===== config.mk =====
export PLATFORM = sky130hd
export DESIGN_NAME = adder32_seq
export DESIGN_NICKNAME = d
export VERILOG_FILES = /design/src/rtl/adder32_seq.sv
export SDC_FILE = /design/constraint.sdc
export NUM_CORES = 1
export LEC_CHECK = 0
export ABC_AREA = 1
export CAP_MARGIN = 0
export CORE_UTILIZATION = 37
export CTS_BUF_LIST = sky130_fd_sc_hd__clkbuf_8 sky130_fd_sc_hd__clkbuf_16
export CTS_CLUSTER_DIAMETER = 60
export CTS_CLUSTER_SIZE = 24
export DETAILED_ROUTE_END_ITERATION = 10
export PLACE_DENSITY_LB_ADDON = 0.15
export SLEW_MARGIN = 20
export SYNTH_ARGS = -nofsm -noshare
export SYNTH_HDL_FRONTEND = slang
export SYNTH_SLANG_ARGS = --single-unit

===== constraint.sdc =====
create_clock -name clk -period 5.6 [get_ports clk]
set_input_delay 1.12 -clock clk [delete_from_list [all_inputs] [get_ports clk]]
set_output_delay 1.12 -clock clk [all_outputs]
set_load 0.02 [all_outputs]

===== src/rtl/adder32_seq.sv =====
// adder32_seq: byte-serial W-bit adder/subtractor (W = 8*SLICES).
// One 8-bit carry-lookahead slice (all_gates_a) is reused once per cycle,
// LSB byte first, under a three-state IDLE/BUSY/DONE handshake FSM.
// Optional feature macro: ADDER32_SEQ_SUB_EN. When defined, 'sub' selects A-B.
// When undefined, 'sub' is ignored and the block only adds.

// 8-bit carry-lookahead slice: sum only, no carry-out port.
module all_gates_a (
   input  logic [7:0] a,
   input  logic [7:0] b,
   input  logic       cin,
   output logic [7:0] s
);
   logic [7:0] g_s;
   logic [7:0] p_s;
   logic [7:0] c_s;
   logic       prod_s;
   logic       acc_s;

   assign g_s = a & b;
   assign p_s = a ^ b;

   // Each carry is flattened into generate/propagate sum-of-products terms
   always_comb begin
      c_s    = 8'h00;
      prod_s = 1'b1;
      acc_s  = 1'b0;
      for (int i = 0; i < 8; i++) begin
         prod_s = 1'b1;
         acc_s  = 1'b0;
         for (int j = i - 1; j >= 0; j--) begin
            acc_s  = acc_s | (prod_s & g_s[j]);
            prod_s = prod_s & p_s[j];
         end
         c_s[i] = acc_s | (prod_s & cin);
      end
   end

   assign s = p_s ^ c_s;
endmodule

module adder32_seq #(
   parameter int SLICES = 4
) (
   input  logic                  clk,
   input  logic                  rst_n,
   input  logic                  in_valid,
   output logic                  in_ready,
   input  logic [8*SLICES-1:0]   op_a,
   input  logic [8*SLICES-1:0]   op_b,
   input  logic                  sub,
   output logic                  out_valid,
   input  logic                  out_ready,
   output logic [8*SLICES-1:0]   sum,
   output logic                  cout,
   output logic                  ovf,
   output logic                  zero
);
   localparam int W = 8 * SLICES;

   typedef enum logic [1:0] {
      IDLE = 2'b00,
      BUSY = 2'b01,
      DONE = 2'b10
   } state_t;

   state_t         state_q, state_d;
   logic [W-1:0]   a_q, a_d;
   logic [W-1:0]   b_q, b_d;
   logic [W-1:0]   sum_q, sum_d;
   logic           carry_q, carry_d;
   logic [2:0]     idx_q, idx_d;
   logic           cout_q, cout_d;
   logic           ovf_q, ovf_d;
   logic           zero_q, zero_d;

   logic           sub_eff_s;
   logic [7:0]     a_byte_s;
   logic [7:0]     b_byte_s;
   logic [7:0]     s_byte_s;
   logic           c7_s;
   logic           byte_cout_s;
   logic           last_s;

`ifdef ADDER32_SEQ_SUB_EN
   assign sub_eff_s = sub;
`else
   // Add-only build: the port stays but carries no meaning
   assign sub_eff_s = sub & 1'b0;
`endif

   // Select the operand byte addressed by the current byte index
   always_comb begin
      a_byte_s = 8'h00;
      b_byte_s = 8'h00;
      for (int i = 0; i < SLICES; i++) begin
         a_byte_s = a_byte_s | ((idx_q == 3'(i)) ? a_q[8*i +: 8] : 8'h00);
         b_byte_s = b_byte_s | ((idx_q == 3'(i)) ? b_q[8*i +: 8] : 8'h00);
      end
   end

   all_gates_a u_slice (
      .a   (a_byte_s),
      .b   (b_byte_s),
      .cin (carry_q),
      .s   (s_byte_s)
   );

   // The slice hides its carry-out, so rebuild it from bit 7 of the result
   assign c7_s        = s_byte_s[7] ^ a_byte_s[7] ^ b_byte_s[7];
   assign byte_cout_s = (a_byte_s[7] & b_byte_s[7]) | ((a_byte_s[7] ^ b_byte_s[7]) & c7_s);
   assign last_s      = (idx_q == 3'(SLICES - 1));

   // Next-state and datapath update for the IDLE/BUSY/DONE sequencer
   always_comb begin
      state_d = state_q;
      a_d     = a_q;
      b_d     = b_q;
      sum_d   = sum_q;
      carry_d = carry_q;
      idx_d   = idx_q;
      cout_d  = cout_q;
      ovf_d   = ovf_q;
      zero_d  = zero_q;
      case (state_q)
         IDLE: begin
            if (in_valid) begin
               a_d     = op_a;
               b_d     = sub_eff_s ? ~op_b : op_b;
               carry_d = sub_eff_s;
               idx_d   = 3'd0;
               state_d = BUSY;
            end else begin
               state_d = IDLE;
            end
         end
         BUSY: begin
            for (int i = 0; i < SLICES; i++) begin
               sum_d[8*i +: 8] = (idx_q == 3'(i)) ? s_byte_s : sum_q[8*i +: 8];
            end
            carry_d = byte_cout_s;
            idx_d   = idx_q + 3'd1;
            if (last_s) begin
               cout_d  = byte_cout_s;
               ovf_d   = c7_s ^ byte_cout_s;
               zero_d  = (sum_d == {W{1'b0}});
               state_d = DONE;
            end else begin
               state_d = BUSY;
            end
         end
         DONE: begin
            if (out_ready) begin
               state_d = IDLE;
            end else begin
               state_d = DONE;
            end
         end
         default: begin
            state_d = IDLE;
         end
      endcase
   end

   // State and datapath registers with synchronous active-low reset
   always_ff @(posedge clk) begin
      if (!rst_n) begin
         state_q <= IDLE;
         a_q     <= {W{1'b0}};
         b_q     <= {W{1'b0}};
         sum_q   <= {W{1'b0}};
         carry_q <= 1'b0;
         idx_q   <= 3'd0;
         cout_q  <= 1'b0;
         ovf_q   <= 1'b0;
         zero_q  <= 1'b0;
      end else begin
         state_q <= state_d;
         a_q     <= a_d;
         b_q     <= b_d;
         sum_q   <= sum_d;
         carry_q <= carry_d;
         idx_q   <= idx_d;
         cout_q  <= cout_d;
         ovf_q   <= ovf_d;
         zero_q  <= zero_d;
      end
   end

   assign in_ready  = (state_q == IDLE);
   assign out_valid = (state_q == DONE);
   assign sum       = sum_q;
   assign cout      = cout_q;
   assign ovf       = ovf_q;
   assign zero      = zero_q;
endmodule


Yosys cells after proc, flatten, opt, wreduce, memory -nomap -nowiden
Index checks and enable logic that the tools add are counted.
{"block": "totals", "reg_bits": 105, "latch_bits": 0, "ramBits": 0, "romBits": 0, "input_bits": 69, "word_cells": 136, "memories": 0}
{"block": "op_classes", "addsub": 1, "multipliers": 0, "div": 0, "order_cmp": 0, "n_eq_ne": 6, "shift": 0, "mux": 20, "bitwise_logic": 93, "reduce_logical": 7}
{"cell": "8-bit two-way mux", "count": 12}
{"cell": "1-bit AND", "count": 51}
{"cell": "8-bit bitwise OR", "count": 6}
{"cell": "32-bit zero test", "count": 1}
{"cell": "1-bit bitwise OR", "count": 29}
{"cell": "8-bit bitwise XOR", "count": 2}
{"cell": "7-bit AND", "count": 1}
{"cell": "3-bit by 2-bit equality test with 1-bit output, second input constant", "count": 2}
{"cell": "2-bit case mux with 3 select lines", "count": 1}
{"cell": "3-bit case mux with 2 select lines", "count": 1}
{"cell": "2-bit AND reduction", "count": 3}
{"cell": "2-bit two-way mux", "count": 2}
{"cell": "1-bit bitwise XOR", "count": 4}
{"cell": "3-bit by 1-bit adder with 3-bit output, second input constant", "count": 1}
{"cell": "3-bit by 1-bit equality test with 1-bit output, second input constant", "count": 1}
{"cell": "3-bit zero test", "count": 1}
{"cell": "3-bit two-way mux", "count": 1}
{"cell": "2-bit by 1-bit equality test with 1-bit output, second input constant", "count": 1}
{"cell": "2-bit equality test, second input constant", "count": 1}
{"cell": "2-bit zero test", "count": 1}
{"cell": "1-bit two-way mux", "count": 2}
{"cell": "2-bit inequality test, second input constant", "count": 1}
{"cell": "1-bit case mux with 2 select lines", "count": 1}
{"cell": "2-bit nonzero test", "count": 1}

Longest topological paths before layout
Gate-level depths: netlist of the first run.
{"block": "logic_depth", "word_depth": 20, "ltp_mapped": 23, "mapped_depth_nobuf": 20}

Modules after synthesis
Synthesis of the first run repeated with hierarchy kept, for this count alone.
{"block": "unflattened", "hier_cells": 799, "hier_area_um2": 5305.1}
{"module": "adder32_seq", "instances": 1, "cells_per_inst": 722, "area_per_inst_um2": 4845.9, "seq_area_each_um2": 2102.0}
{"module": "all_gates_a", "instances": 1, "cells_per_inst": 77, "area_per_inst_um2": 459.2, "seq_area_each_um2": 0.0}

Least setup slack after synthesis of the first run
No wires, ideal clock.
{"block": "synth_timing", "path_kind": "register to register", "start": "register idx_q[0]", "end": "register zero_q (netlist: zero)", "setup_ns": 0.069, "arrival_ns": 2.793, "t_required_ns": 5.531, "setup_slack_ns": 2.738, "stages_incl_launch_ff": 24, "path_buffers": 3, "path_cell_list": "dfxtp_1 > inv_1 > ha_1 > nand2_4 > inv_2 > buf_2 > buf_1 > nand2_1 > nand4_1 > ha_1 > buf_6 > nand3_1 > inv_1 > nor2_1 > nand2_1 > nand2_1 > nand3_1 > nand2_1 > nand2_1 > nor2_1 > nand2_1 > nor2_1 > nand3_1 > a21oi_2"}
{"block": "synth_between", "elab_chain_cells": 17}
{"element": "start: declaration", "line": "72", "text": "logic [2:0] idx_q, idx_d;"}
{"element": "start signal: assignment", "line": "183", "text": "idx_q <= idx_d;"}
{"element": "3-bit by 1-bit equality test with 1-bit output or 3-bit zero test (tied branches)", "line": "97, 98, 139"}
{"element": "8-bit two-way mux (on tied branches)", "line": "97, 98"}
{"element": "8-bit bitwise OR (on tied branches) (3 in a row)", "line": "97, 98"}
{"element": "8-bit bitwise XOR or 7-bit AND (tied branches)", "line": "21, 20"}
{"element": "1-bit AND (on tied branches)", "line": "32, 33"}
{"element": "1-bit bitwise OR (tied with other cells) (5 in a row)", "line": "32", "text": "acc_s = acc_s | (prod_s & g_s[j]);"}
{"element": "1-bit bitwise OR or 1-bit AND (tied branches)", "line": "32, 35"}
{"element": "1-bit bitwise OR", "line": "35", "text": "c_s[i] = acc_s | (prod_s & cin);"}
{"element": "8-bit bitwise XOR", "line": "39", "text": "assign s = p_s ^ c_s;"}
{"element": "8-bit two-way mux", "line": "139", "text": "sum_d[8*i +: 8] = (idx_q == 3'(i)) ? s_byte_s : sum_q[8*i +: 8];"}
{"element": "32-bit zero test", "line": "146", "text": "zero_d = (sum_d == {W{1'b0}});"}
{"element": "end signal: assignment", "line": "186", "text": "zero_q <= zero_d;"}
{"element": "end: declaration", "line": "75", "text": "logic zero_q, zero_d;"}
Several ways; a longest one is shown, not always the timed one.
A chain may end at the register's enable or synchronous reset.

Final worst setup path of the first run
{"block": "layout_timing", "start": "register idx_q[2]", "end": "register zero_q (netlist: zero)"}
Same word-level chain as after synthesis.

==> results.sh, run 1 <==
export IMPL_synthCells=777
export IMPL_post_cts_setup_buffers=0
export IMPL_slowest_delay_ns=0.50
export IMPL_finalCritPeriodShare=0.621
export IMPL_io_buffers=104
export IMPL_synth_area_um2=5220
export IMPL_rsz0062_at_grt="no"
export IMPL_drive_above_1_share=0.0615
export IMPL_syn_area_per_cell_um2=6.72
export IMPL_synth_top_area_frac=0.403
export IMPL_ioPinCount=106
export IMPL_ys_ff_latch=105
export IMPL_synth_fp_nets=859
export IMPL_arrival_ns=3.76
export IMPL_post_synth_top_area_cell="dfxtp_1"
export IMPL_hold_viol=0
export IMPL_top_layer="met4"
export IMPL_num_rows=43
export IMPL_maxCapViolations=0
export IMPL_yosys_warnings=0
export IMPL_vias_per_cell=4.89
export IMPL_clk_path_buf_depth=2
export IMPL_drt_total_wl_mm=14.0
export IMPL_vdd_drop_max_mv=0.164
export IMPL_slew_headroom=0.442
export IMPL_dr_wl_met2_mm=6.44
export IMPL_grt_max_degree=96
export IMPL_cts_tree="built"
export IMPL_vias=5099
export IMPL_utilization=0.481
export IMPL_antenna_found_initial=0
export IMPL_path_max_fanout=13
export IMPL_yosysUniqueCellTypes=32
export IMPL_worstSetupPathType="reg2reg"
export IMPL_dp_hpwl_mm=9.96
export IMPL_layout_common_cells="nand2_1 (174), nor2_1 (159), dfxtp_1 (105), clkdlybuf4s50_1 (103), o21ai_0 (87)"
export IMPL_hold_buffers=0
export IMPL_die_w_um=121
export IMPL_slew_viol_final=0
export IMPL_clockRootBuffer="clkbuf_16"
export IMPL_cp_required_ns=5.89
export IMPL_ys_seq_area_frac=0.403
export IMPL_drtAntennaViolNets=0
export IMPL_cp_slowest_cell="fa_1"
export IMPL_endpoint_kind="flip-flop"
export IMPL_drc=0
export IMPL_place_congestion=0.861
export IMPL_synthToLayoutAreaGrowth_pct=27.3
export IMPL_fin_tns_setup_ns=0
export IMPL_fmax_ghz=0.288
export IMPL_final_common_cell="nand2_1"
export IMPL_track_usage=0.204
export IMPL_dr_pass1_iters=5
export IMPL_hp_class="reg2reg"
export IMPL_core_area_um2=13800
export IMPL_cts_buffers=9
export IMPL_final_nets=939
export IMPL_wl_met1_mm=6.59
export IMPL_period_needed_ns=3.48
export IMPL_crit_path_start_kind="flip-flop"
export IMPL_setup_viol=0
export IMPL_start_util=0.378
export IMPL_antenna_cells=0
export IMPL_grt_pass1_wl_mm=22.9
export IMPL_power_density_nw_per_um2=295
export IMPL_wire_per_inst_um=13.5
export IMPL_path_cells="inv_4 > ha_1 > buf_4 > nand2_1 > nand4_1 > fa_1 > nand2_1 > nand2_1 > o21ai_0 > nand2_1 > nor2_1 > nand3_1 > nor2_1 > nand3_1 > nor2_1 > nand3_1 > a21oi_2"
export IMPL_die_area_um2=14600
export IMPL_skew_ns=0.00822
export IMPL_status="finished clean"
export IMPL_clkSlewWorstSetupHoldPaths_ns=0.07
export IMPL_route_met3_wl_um=676
export IMPL_clk_latency_ns=0.36
export IMPL_first_global_vias=4597
export IMPL_postCtsResizedCells=0
export IMPL_die_h_um=121
export IMPL_synthTopCellsByArea="dfxtp_1 (40%), nand2_1 (13%), nor2_1 (11%)"
export IMPL_worst_pin_slew_ns=0.835
export IMPL_clock_sinks=105
export IMPL_drt_iter0_drc=293
export IMPL_crit_top_cell="nand2_1"
export IMPL_power_leakage_nw=3.00
export IMPL_gr_total_overflow=0
export IMPL_htree_levels=3
[path summary, 6_finish.rpt]
| kind | from | cells past startpoint | slack [ns] | end |
|---|---|---|---|---|
| max | idx_q[2] | 17 | 2.12 | zero |
| min reg2reg | a_q[9] | 2 | 0.48 | a_q[9] |
| min | a_q[9] | 2 | 0.48 | a_q[9] |
| max reg2reg | idx_q[2] | 17 | 2.12 | zero |
[per-stage QoR]
stage	power (mW)	area, um^2	hold WS (ns)	cells	setup slack, ns
after global routing	2.07	6650	0.503	1042	1.77
after global placement	1.32	6340	0.464	1026	2.20
final	1.96	6650	0.484	1042	2.12
after detailed placement	1.32	6340	0.470	1026	2.17
after floorplan	1.16	5220	0.455	777	2.74
after CTS	1.98	6650	0.488	1042	2.14
[flip-flops by register name, indices dropped and copies added, names as in the netlist, 2 cells and up]
name     cells
a_q         32
b_q         32
idx_q        3
sum         32
state_q      2
[Yosys cell counts]
library cell	count
nand2_1	174
nor2_1	159
dfxtp_1	105
o21ai_0	87
inv_1	60
nand3_1	43
clkbuf_1	24
o211ai_1	22
nand4_1	19
a21oi_1	14
ha_1	12
or2_2	10
buf_1	9
nand2_2	6
nand3_2	4
buf_2	3
inv_2	3
nand2_4	3
nor2_4	3
buf_6	2
o21ai_1	2
o21bai_1	2
or2_1	2
a211oi_1	1
a21oi_2	1
a31oi_1	1
buf_4	1
clkinv_1	1
fa_1	1
inv_4	1
nor2_2	1
nor3_1	1
[area by class of cell]
class,instances,area [um^2]
Fill cell,1433,7180
Multi-Input combinational cell,568,2700
Sequential cell,105,2100
Timing Repair Buffer,108,1070
Inverter,65,248
Clock buffer,10,239
Tap cell,180,225
Clock inverter,6,65.1
[power breakdown]
part	leakage (nW)	internal, mW	switching, mW
clock network	0.155	0.361	0.294
registers	0.866	0.806	0.0365
logic	1.98	0.186	0.278
[logic make-up after synthesis]
kind of cell | Yosys count | synth area share
and+or+nand+nor | 425 | 0.348
AOI/OAI and AO/OA | 130 | 0.138
DFF | 105 | 0.403
buffers and inverters | 104 | 0.0796
adders and majority gates | 13 | 0.0326
[critical path: cells and delay by family (launching register included)]
| kind | cells | cell delay, ns |
|---|---|---|
| flops | 1 | 0.44 |
| compound gates | 2 | 0.36 |
| buf+inv | 2 | 0.41 |
| fa+ha+maj | 2 | 0.93 |
| simple gates | 11 | 1.26 |
[metal layers]
| metal | up-vias | GRT usage |
|---|---|---|
| li1 | 2662 | - |
| met1 | 2293 | 0.268 |
| met2 | 126 | 0.325 |
| met3 | 18 | 0.0316 |
| met4 | 0 | 0.0980 |
| met5 | - | 0 |
(Power assumes the default switching activity.)
==> run 2, diff against run 1 <==
==> constraint.sdc (replaced) <==
create_clock -name clk -period 2.85 [get_ports clk]
set_input_delay 0.57 -clock clk [delete_from_list [all_inputs] [get_ports clk]]
set_output_delay 0.57 -clock clk [all_outputs]
set_load 0.02 [all_outputs]
==> run 2 against run 1 <==
Against the previous run: sequential power grew 97%; core utilization is 7.9 points higher; clock skew fell by 0.0022 ns; power increased by 120%; wire length rose by 9.5%; final cell count increased by 7.5%; combinational power rose to 2.9 times the previous value; worst setup slack got worse by 2.1 ns; sequential cell count unchanged; maximum frequency rose by 23%; largest power group unchanged.
==> results.sh, run 2 (synthesis gave the netlist of run 1 again) <==
export IMPL_core_area_um2=13800
export IMPL_clk_path_buf_depth=2
export IMPL_clk_latency_ns=0.35
export IMPL_antenna_cells=0
export IMPL_place_congestion=0.862
export IMPL_grt_max_degree=96
export IMPL_dp_hpwl_mm=10.7
export IMPL_power_mw=4.26
export IMPL_die_h_um=121
export IMPL_slew_headroom=0.450
export IMPL_path_max_fanout=5
export IMPL_rsz0062_at_grt="yes"
export IMPL_layout_common_cells="nor2_1 (149), nand2_1 (146), dfxtp_1 (103), clkdlybuf4s50_1 (103), o21ai_0 (77)"
export IMPL_p_int_mw=2.93
export IMPL_skew_ns=0.00606
export IMPL_drtAntennaViolNets=0
export IMPL_final_cell_area_um2=7740
export IMPL_vias=5476
export IMPL_num_rows=43
export IMPL_maxCapViolations=0
export IMPL_power_leakage_nw=3.45
export IMPL_finalCritPeriodShare=0.994
export IMPL_hold_buffers=0
export IMPL_wire_per_inst_um=13.7
export IMPL_die_area_um2=14600
export IMPL_hp_class="reg2reg"
export IMPL_swShare=0.312
export IMPL_drc=0
export IMPL_ioPinCount=106
export IMPL_fill_cells=1277
export IMPL_grt_pass1_wl_mm=24.4
export IMPL_final_nets=1017
export IMPL_final_common_cell="nor2_1"
export IMPL_clockRootBuffer="clkbuf_16"
export IMPL_status="finished clean"
export IMPL_io_buffers=104
export IMPL_gr_total_overflow=0
export IMPL_seq_power_share=0.390
export IMPL_drt_iter0_drc=238
export IMPL_drt_total_wl_mm=15.4
export IMPL_fin_tns_setup_ns=0
export IMPL_placed_area_um2=6840
export IMPL_track_usage=0.212
export IMPL_cts_tree="built"
export IMPL_die_w_um=121
export IMPL_dr_pass1_iters=4
export IMPL_arrival_ns=3.11
export IMPL_crit_path_start_kind="flip-flop"
export IMPL_first_global_vias=5123
export IMPL_vdd_drop_max_mv=0.359
export IMPL_hold_ws_ns=0.484
export IMPL_clock_sinks=105
export IMPL_hold_viol=0
export IMPL_drive_above_1_share=0.227
export IMPL_place_inst=1089
export IMPL_fmax_ghz=0.353
export IMPL_netSwitchingPower_mw=1.33
export IMPL_cp_required_ns=3.13
export IMPL_synthToLayoutAreaGrowth_pct=48.2
export IMPL_p_clk_frac=0.294
export IMPL_worstSetupPathType="reg2reg"
export IMPL_clkSlewWorstSetupHoldPaths_ns=0.07
export IMPL_htree_levels=3
export IMPL_fin_cells=1120
export IMPL_p_comb_frac=0.317
export IMPL_endpoint_kind="flip-flop"
export IMPL_period_needed_ns=2.83
export IMPL_antenna_found_initial=0
export IMPL_start_util=0.378
export IMPL_setup_viol=0
export IMPL_cts_buffers=9
export IMPL_worst_pin_slew_ns=0.825
export IMPL_vias_per_cell=4.89
export IMPL_power_density_nw_per_um2=551
export IMPL_slew_viol_final=0
-- run 2: changes by cell type in the layout (fill, tap and decap cells not counted), moves of 10 or more --
| cell | previous run | this run |
|---|---|---|
| nand2_2 | 6 | 27 |
| nor2_1 | 159 | 149 |
| nand3_2 | 4 | 16 |
| buf_6 | 0 | 12 |
| nand2_1 | 174 | 146 |
| nand3_1 | 43 | 29 |
| ha_4 | 0 | 12 |
| ha_1 | 12 | 0 |
| o21ai_0 | 87 | 77 |
| buf_4 | 4 | 68 |
-- run 2: area by class of cell --
| cell class | count | area [um^2] | share of cell area |
|---|---|---|---|
| multi-input cells | 568 | 3120 | 0.404 |
| clock inverters | 6 | 60.1 | 0.00776 |
| clock buffers | 10 | 239 | 0.0309 |
| well taps | 180 | 225 | 0.0291 |
| flip-flops and latches | 105 | 2110 | 0.273 |
| repair buffers | 186 | 1720 | 0.223 |
| inverters | 65 | 259 | 0.0335 |
-- run 2: path summary, 6_finish.rpt --
check / cells after the start / from / slack, ns / to
worst max register to register: 17 / idx_q[1] / 0.02 / zero
worst min register to register: 2 / b_q[20] / 0.48 / b_q[20]
worst min-delay path: 2 / b_q[20] / 0.48 / b_q[20]
worst max-delay path: 17 / idx_q[1] / 0.02 / zero
-- run 2: repair_timing --
action | in CTS | in global routing
pin swaps | 39 | 53
endpoints found under the setup margin | 9 | 13
resized for setup | 57 | 74
gates cloned | 1 | 0
buffers inserted | 10 | 6
-- run 2: stage by stage --
stage | utilization | setup WS (ns)
floorplan | - | 0.0157
global placement | 0.495 | -0.0958
detailed placement | 0.495 | -0.179
CTS | 0.538 | 0.00326
global route | 0.560 | -0.147
finish | 0.560 | 0.0180
-- run 2: critical path: stages (launching register included) --
cell	delay, ns
dfxtp_4	0.38
ha_4	0.17
ha_4	0.18
buf_6	0.13
nand2_1	0.06
nand4_1	0.23
fa_2	0.45
nand2_2	0.09
nand2_2	0.07
o21ai_2	0.16
nand2_1	0.08
nor2_2	0.12
nand3_2	0.08
nor2_2	0.13
nand3_1	0.09
nor2_1	0.13
nand3_2	0.10
a21oi_2	0.11
-- run 2: power by group through the flow --
stage	combinational [mW]	sequential, mW	clock (mW)
floorplan	0.575	1.71	0
global placement	1.09	1.69	0
detailed placement	1.11	1.69	0
CTS	1.21	1.66	1.27
global route	1.48	1.67	1.33
finish	1.35	1.66	1.25
-- run 2: layer usage --
layer	global-route usage	routed length (um)	up-vias
li1	-	-	2821
met1	0.276	6990	2488
met2	0.360	7530	147
met3	0.0274	571	20
met4	0.0733	262	0
met5	0	0	-
==> run 3, diff against run 2 <==
--- a/config.mk
+++ b/config.mk
@@ -7,13 +7,14 @@
 export LEC_CHECK = 0
 export ABC_AREA = 1
 export CAP_MARGIN = 0
+export CORE_MARGIN = 5
 export CORE_UTILIZATION = 37
 export CTS_BUF_LIST = sky130_fd_sc_hd__clkbuf_8 sky130_fd_sc_hd__clkbuf_16
 export CTS_CLUSTER_DIAMETER = 60
 export CTS_CLUSTER_SIZE = 24
 export DETAILED_ROUTE_END_ITERATION = 10
 export PLACE_DENSITY_LB_ADDON = 0.15
-export SLEW_MARGIN = 20
 export SYNTH_ARGS = -nofsm -noshare
 export SYNTH_HDL_FRONTEND = slang
+export SYNTH_HIERARCHICAL = 1
 export SYNTH_SLANG_ARGS = --single-unit
==> run 3 against run 2 <==
Against the previous run: the run now ends with setup timing left; area after synthesis rose by 1.6%; wire length fell by 4.5%; core utilization fell by 0.77 points; sequential power barely moved; count of clock-buffer cells in the layout fell by 1; critical endpoint unchanged; die area rose by 15%; largest cell class unchanged; largest power group unchanged; power rose by 4.0%; clock power rose by 9.6%.
==> results.sh, run 3 <==
export IMPL_status="finished with violations"
export IMPL_violations="setup timing"
export IMPL_yosys_warnings=6
export IMPL_clk_path_buf_depth=2
export IMPL_utilization=0.552
export IMPL_drt_iter0_drc=305
export IMPL_cp_required_ns=3.15
export IMPL_clk_latency_ns=0.36
export IMPL_grt_pass1_wl_mm=23.2
export IMPL_synth_edff_count=0
export IMPL_antenna_found_initial=0
export IMPL_first_global_vias=4725
export IMPL_maxCapViolations=0
export IMPL_gr_total_overflow=0
export IMPL_fmax_ghz=0.334
export IMPL_endpoint="zero"
export IMPL_clkSlewWorstSetupHoldPaths_ns=0.07
export IMPL_path_max_fanout=8
export IMPL_synth_most_common_cell="nand2_1"
export IMPL_antenna_cells=0
export IMPL_hold_viol=0
export IMPL_finalCritPeriodShare=1.05
export IMPL_final_nets=1036
export IMPL_slew_headroom=0.638
export IMPL_slew_viol_final=0
export IMPL_dr_pass1_iters=4
export IMPL_rrSetupSlack_ns=-0.14
export IMPL_die_area_um2=16800
export IMPL_synth_area_um2=5310
export IMPL_vdd_drop_max_mv=0.398
export IMPL_num_rows=43
export IMPL_vias=5280
export IMPL_syn_area_per_cell_um2=6.64
export IMPL_drt_total_wl_mm=14.7
export IMPL_ys_seq_area_frac=0.396
export IMPL_drc=0
export IMPL_grt_max_degree=89
export IMPL_drive_above_1_share=0.195
export IMPL_wire_per_inst_um=12.9
export IMPL_drtAntennaViolNets=0
export IMPL_die_w_um=130
export IMPL_ff2ff_path_depth=25
export IMPL_yosysUniqueCellTypes=35
export IMPL_crit_path_start_kind="flip-flop"
export IMPL_synthToLayoutAreaGrowth_pct=45.5
export IMPL_critPathLaunch="idx_q[1]"
export IMPL_hp_class="reg2reg"
export IMPL_track_usage=0.174
export IMPL_reg2reg_from="idx_q[1]"
export IMPL_htree_levels=3
export IMPL_place_congestion=0.840
export IMPL_setup_ws_ns=-0.141
export IMPL_ys_ff_latch=105
export IMPL_power_density_nw_per_um2=574
export IMPL_cts_buffers=9
export IMPL_period_needed_ns=2.99
export IMPL_reg2reg_to="zero"
export IMPL_synthFlopType="dfxtp_1"
export IMPL_dp_hpwl_mm=10.4
export IMPL_hold_ws_ns=0.456
export IMPL_clock_sinks=105
export IMPL_synth_top_area_frac=0.396
export IMPL_post_synth_top_area_cell="dfxtp_1"
export IMPL_endpoint_kind="flip-flop"
export IMPL_cts_tree="built"
export IMPL_final_common_cell="nand2_1"
export IMPL_power_leakage_nw=3.43
export IMPL_rsz0062_at_grt="yes"
export IMPL_synth_fp_nets=881
export IMPL_core_area_um2=14000
export IMPL_async_flop_share=0
export IMPL_layout_common_cells="nand2_1 (177), nor2_1 (153), clkdlybuf4s50_1 (103), dfxtp_1 (102), inv_1 (78)"
export IMPL_worst_pin_slew_ns=0.542
export IMPL_arrival_ns=3.29
export IMPL_clockRootBuffer="clkbuf_16"
export IMPL_synth_common_cells="nand2_1 (194), nor2_1 (161), dfxtp_1 (105), inv_1 (90), o21ai_0 (66)"
export IMPL_io_buffers=104
export IMPL_synthTopCellsByArea="dfxtp_1 (40%), nand2_1 (14%), nor2_1 (11%)"
export IMPL_setup_viol=2
export IMPL_ioPinCount=106
export IMPL_die_h_um=130
export IMPL_worstSetupPathType="reg2reg"
export IMPL_vias_per_cell=4.64
export IMPL_synthCells=799
export IMPL_start_util=0.379
export IMPL_skew_ns=0.0106
## run 3: cell count changes after synthesis, moves of 5 or more
cell,before,now
buf_2,3,8
buf_1,9,3
nand2_1,174,194
xor2_1,0,5
nand3_1,43,33
inv_1,60,90
o21ai_0,87,66
or2_2,10,1
a211oi_1,1,9
a21oi_1,14,9
## run 3: worst min-delay path by stage
stage,start,cells after the start,to
CTS,a_q[7],2,a_q[7]
finish,a_q[7],2,a_q[7]
global route,sum[24],2,sum[24]
floorplan,a_q[7],2,a_q[7]
detailed placement,a_q[7],2,a_q[7]
global placement,a_q[7],2,a_q[7]
## run 3: layout make-up
cell class,instances,area (um^2)
fillers,1358,6270
multi-input cells,558,2940
flip-flops and latches,105,2110
repair buffers,186,1750
inverters,94,365
clock buffers,9,225
well taps,180,225
clock inverters,6,100
## run 3: metal layers
metal	vias to the layer above	wire [um]	GRT usage
met1	2335	7070	0.237
met3	16	716	0.0438
met4	0	253	0.0513
met5	-	0	0
li1	2826	-	-
met2	103	6620	0.276
## run 3: critical path: stages, from the launching register on
cell	delay, ns
dfxtp_4	0.38
inv_4	0.04
ha_4	0.15
inv_2	0.06
nor2_4	0.04
buf_12	0.15
buf_12	0.14
nand2_2	0.05
nand4_1	0.17
ha_4	0.35
inv_2	0.06
nor2_4	0.12
nand2_2	0.06
o21ai_2	0.15
nor2_1	0.05
nand2_1	0.06
nand2_2	0.07
inv_4	0.10
nand3_4	0.08
nand2_2	0.08
nand2_1	0.07
nor2_2	0.09
nand2_1	0.08
nor2_1	0.11
nand2_1	0.08
a21oi_2	0.12
## run 3: repair_timing
action	in CTS	in global routing
hold buffers	0	0
endpoints found under the hold margin	0	0
setup buffers	3	13
pin swaps	13	47
gates resized for setup	19	52
setup endpoints to repair	9	24
## run 3: kinds of logic (layout without fill, tap and decap cells)
| family | after synthesis | after routing | share of synthesized area |
|---|---|---|---|
| adder cells (fa/ha/maj) | 13 | 13 | 0.0321 |
| AND/OR/NAND/NOR | 423 | 423 | 0.329 |
| buffers and inverters | 136 | 295 | 0.104 |
| flip-flops | 105 | 105 | 0.396 |
| AO/OA/AOI/OAI | 117 | 117 | 0.131 |
| XOR/XNOR | 5 | 5 | 0.00825 |
## run 3: power breakdown
group	internal, mW	switching [mW]	total [mW]
Clock	0.782	0.590	1.37
Combinational	0.679	0.723	1.40
Sequential	1.58	0.0736	1.66
Total	3.04	1.39	4.43
## run 3: metrics by stage
stage               power (mW)  instance area, um^2  std cells  TNS [ns]  setup WS, ns
finish                    4.43                 7720       1138    -0.233        -0.141
global route              4.68                 7720       1138     -2.48        -0.427
CTS                       4.34                 7430       1125    -0.140        -0.102
detailed placement        2.90                 7000       1107    -0.350        -0.245
global placement          2.90                 7000       1107    -0.302        -0.219
floorplan                 2.33                 5380        799         0       0.00616
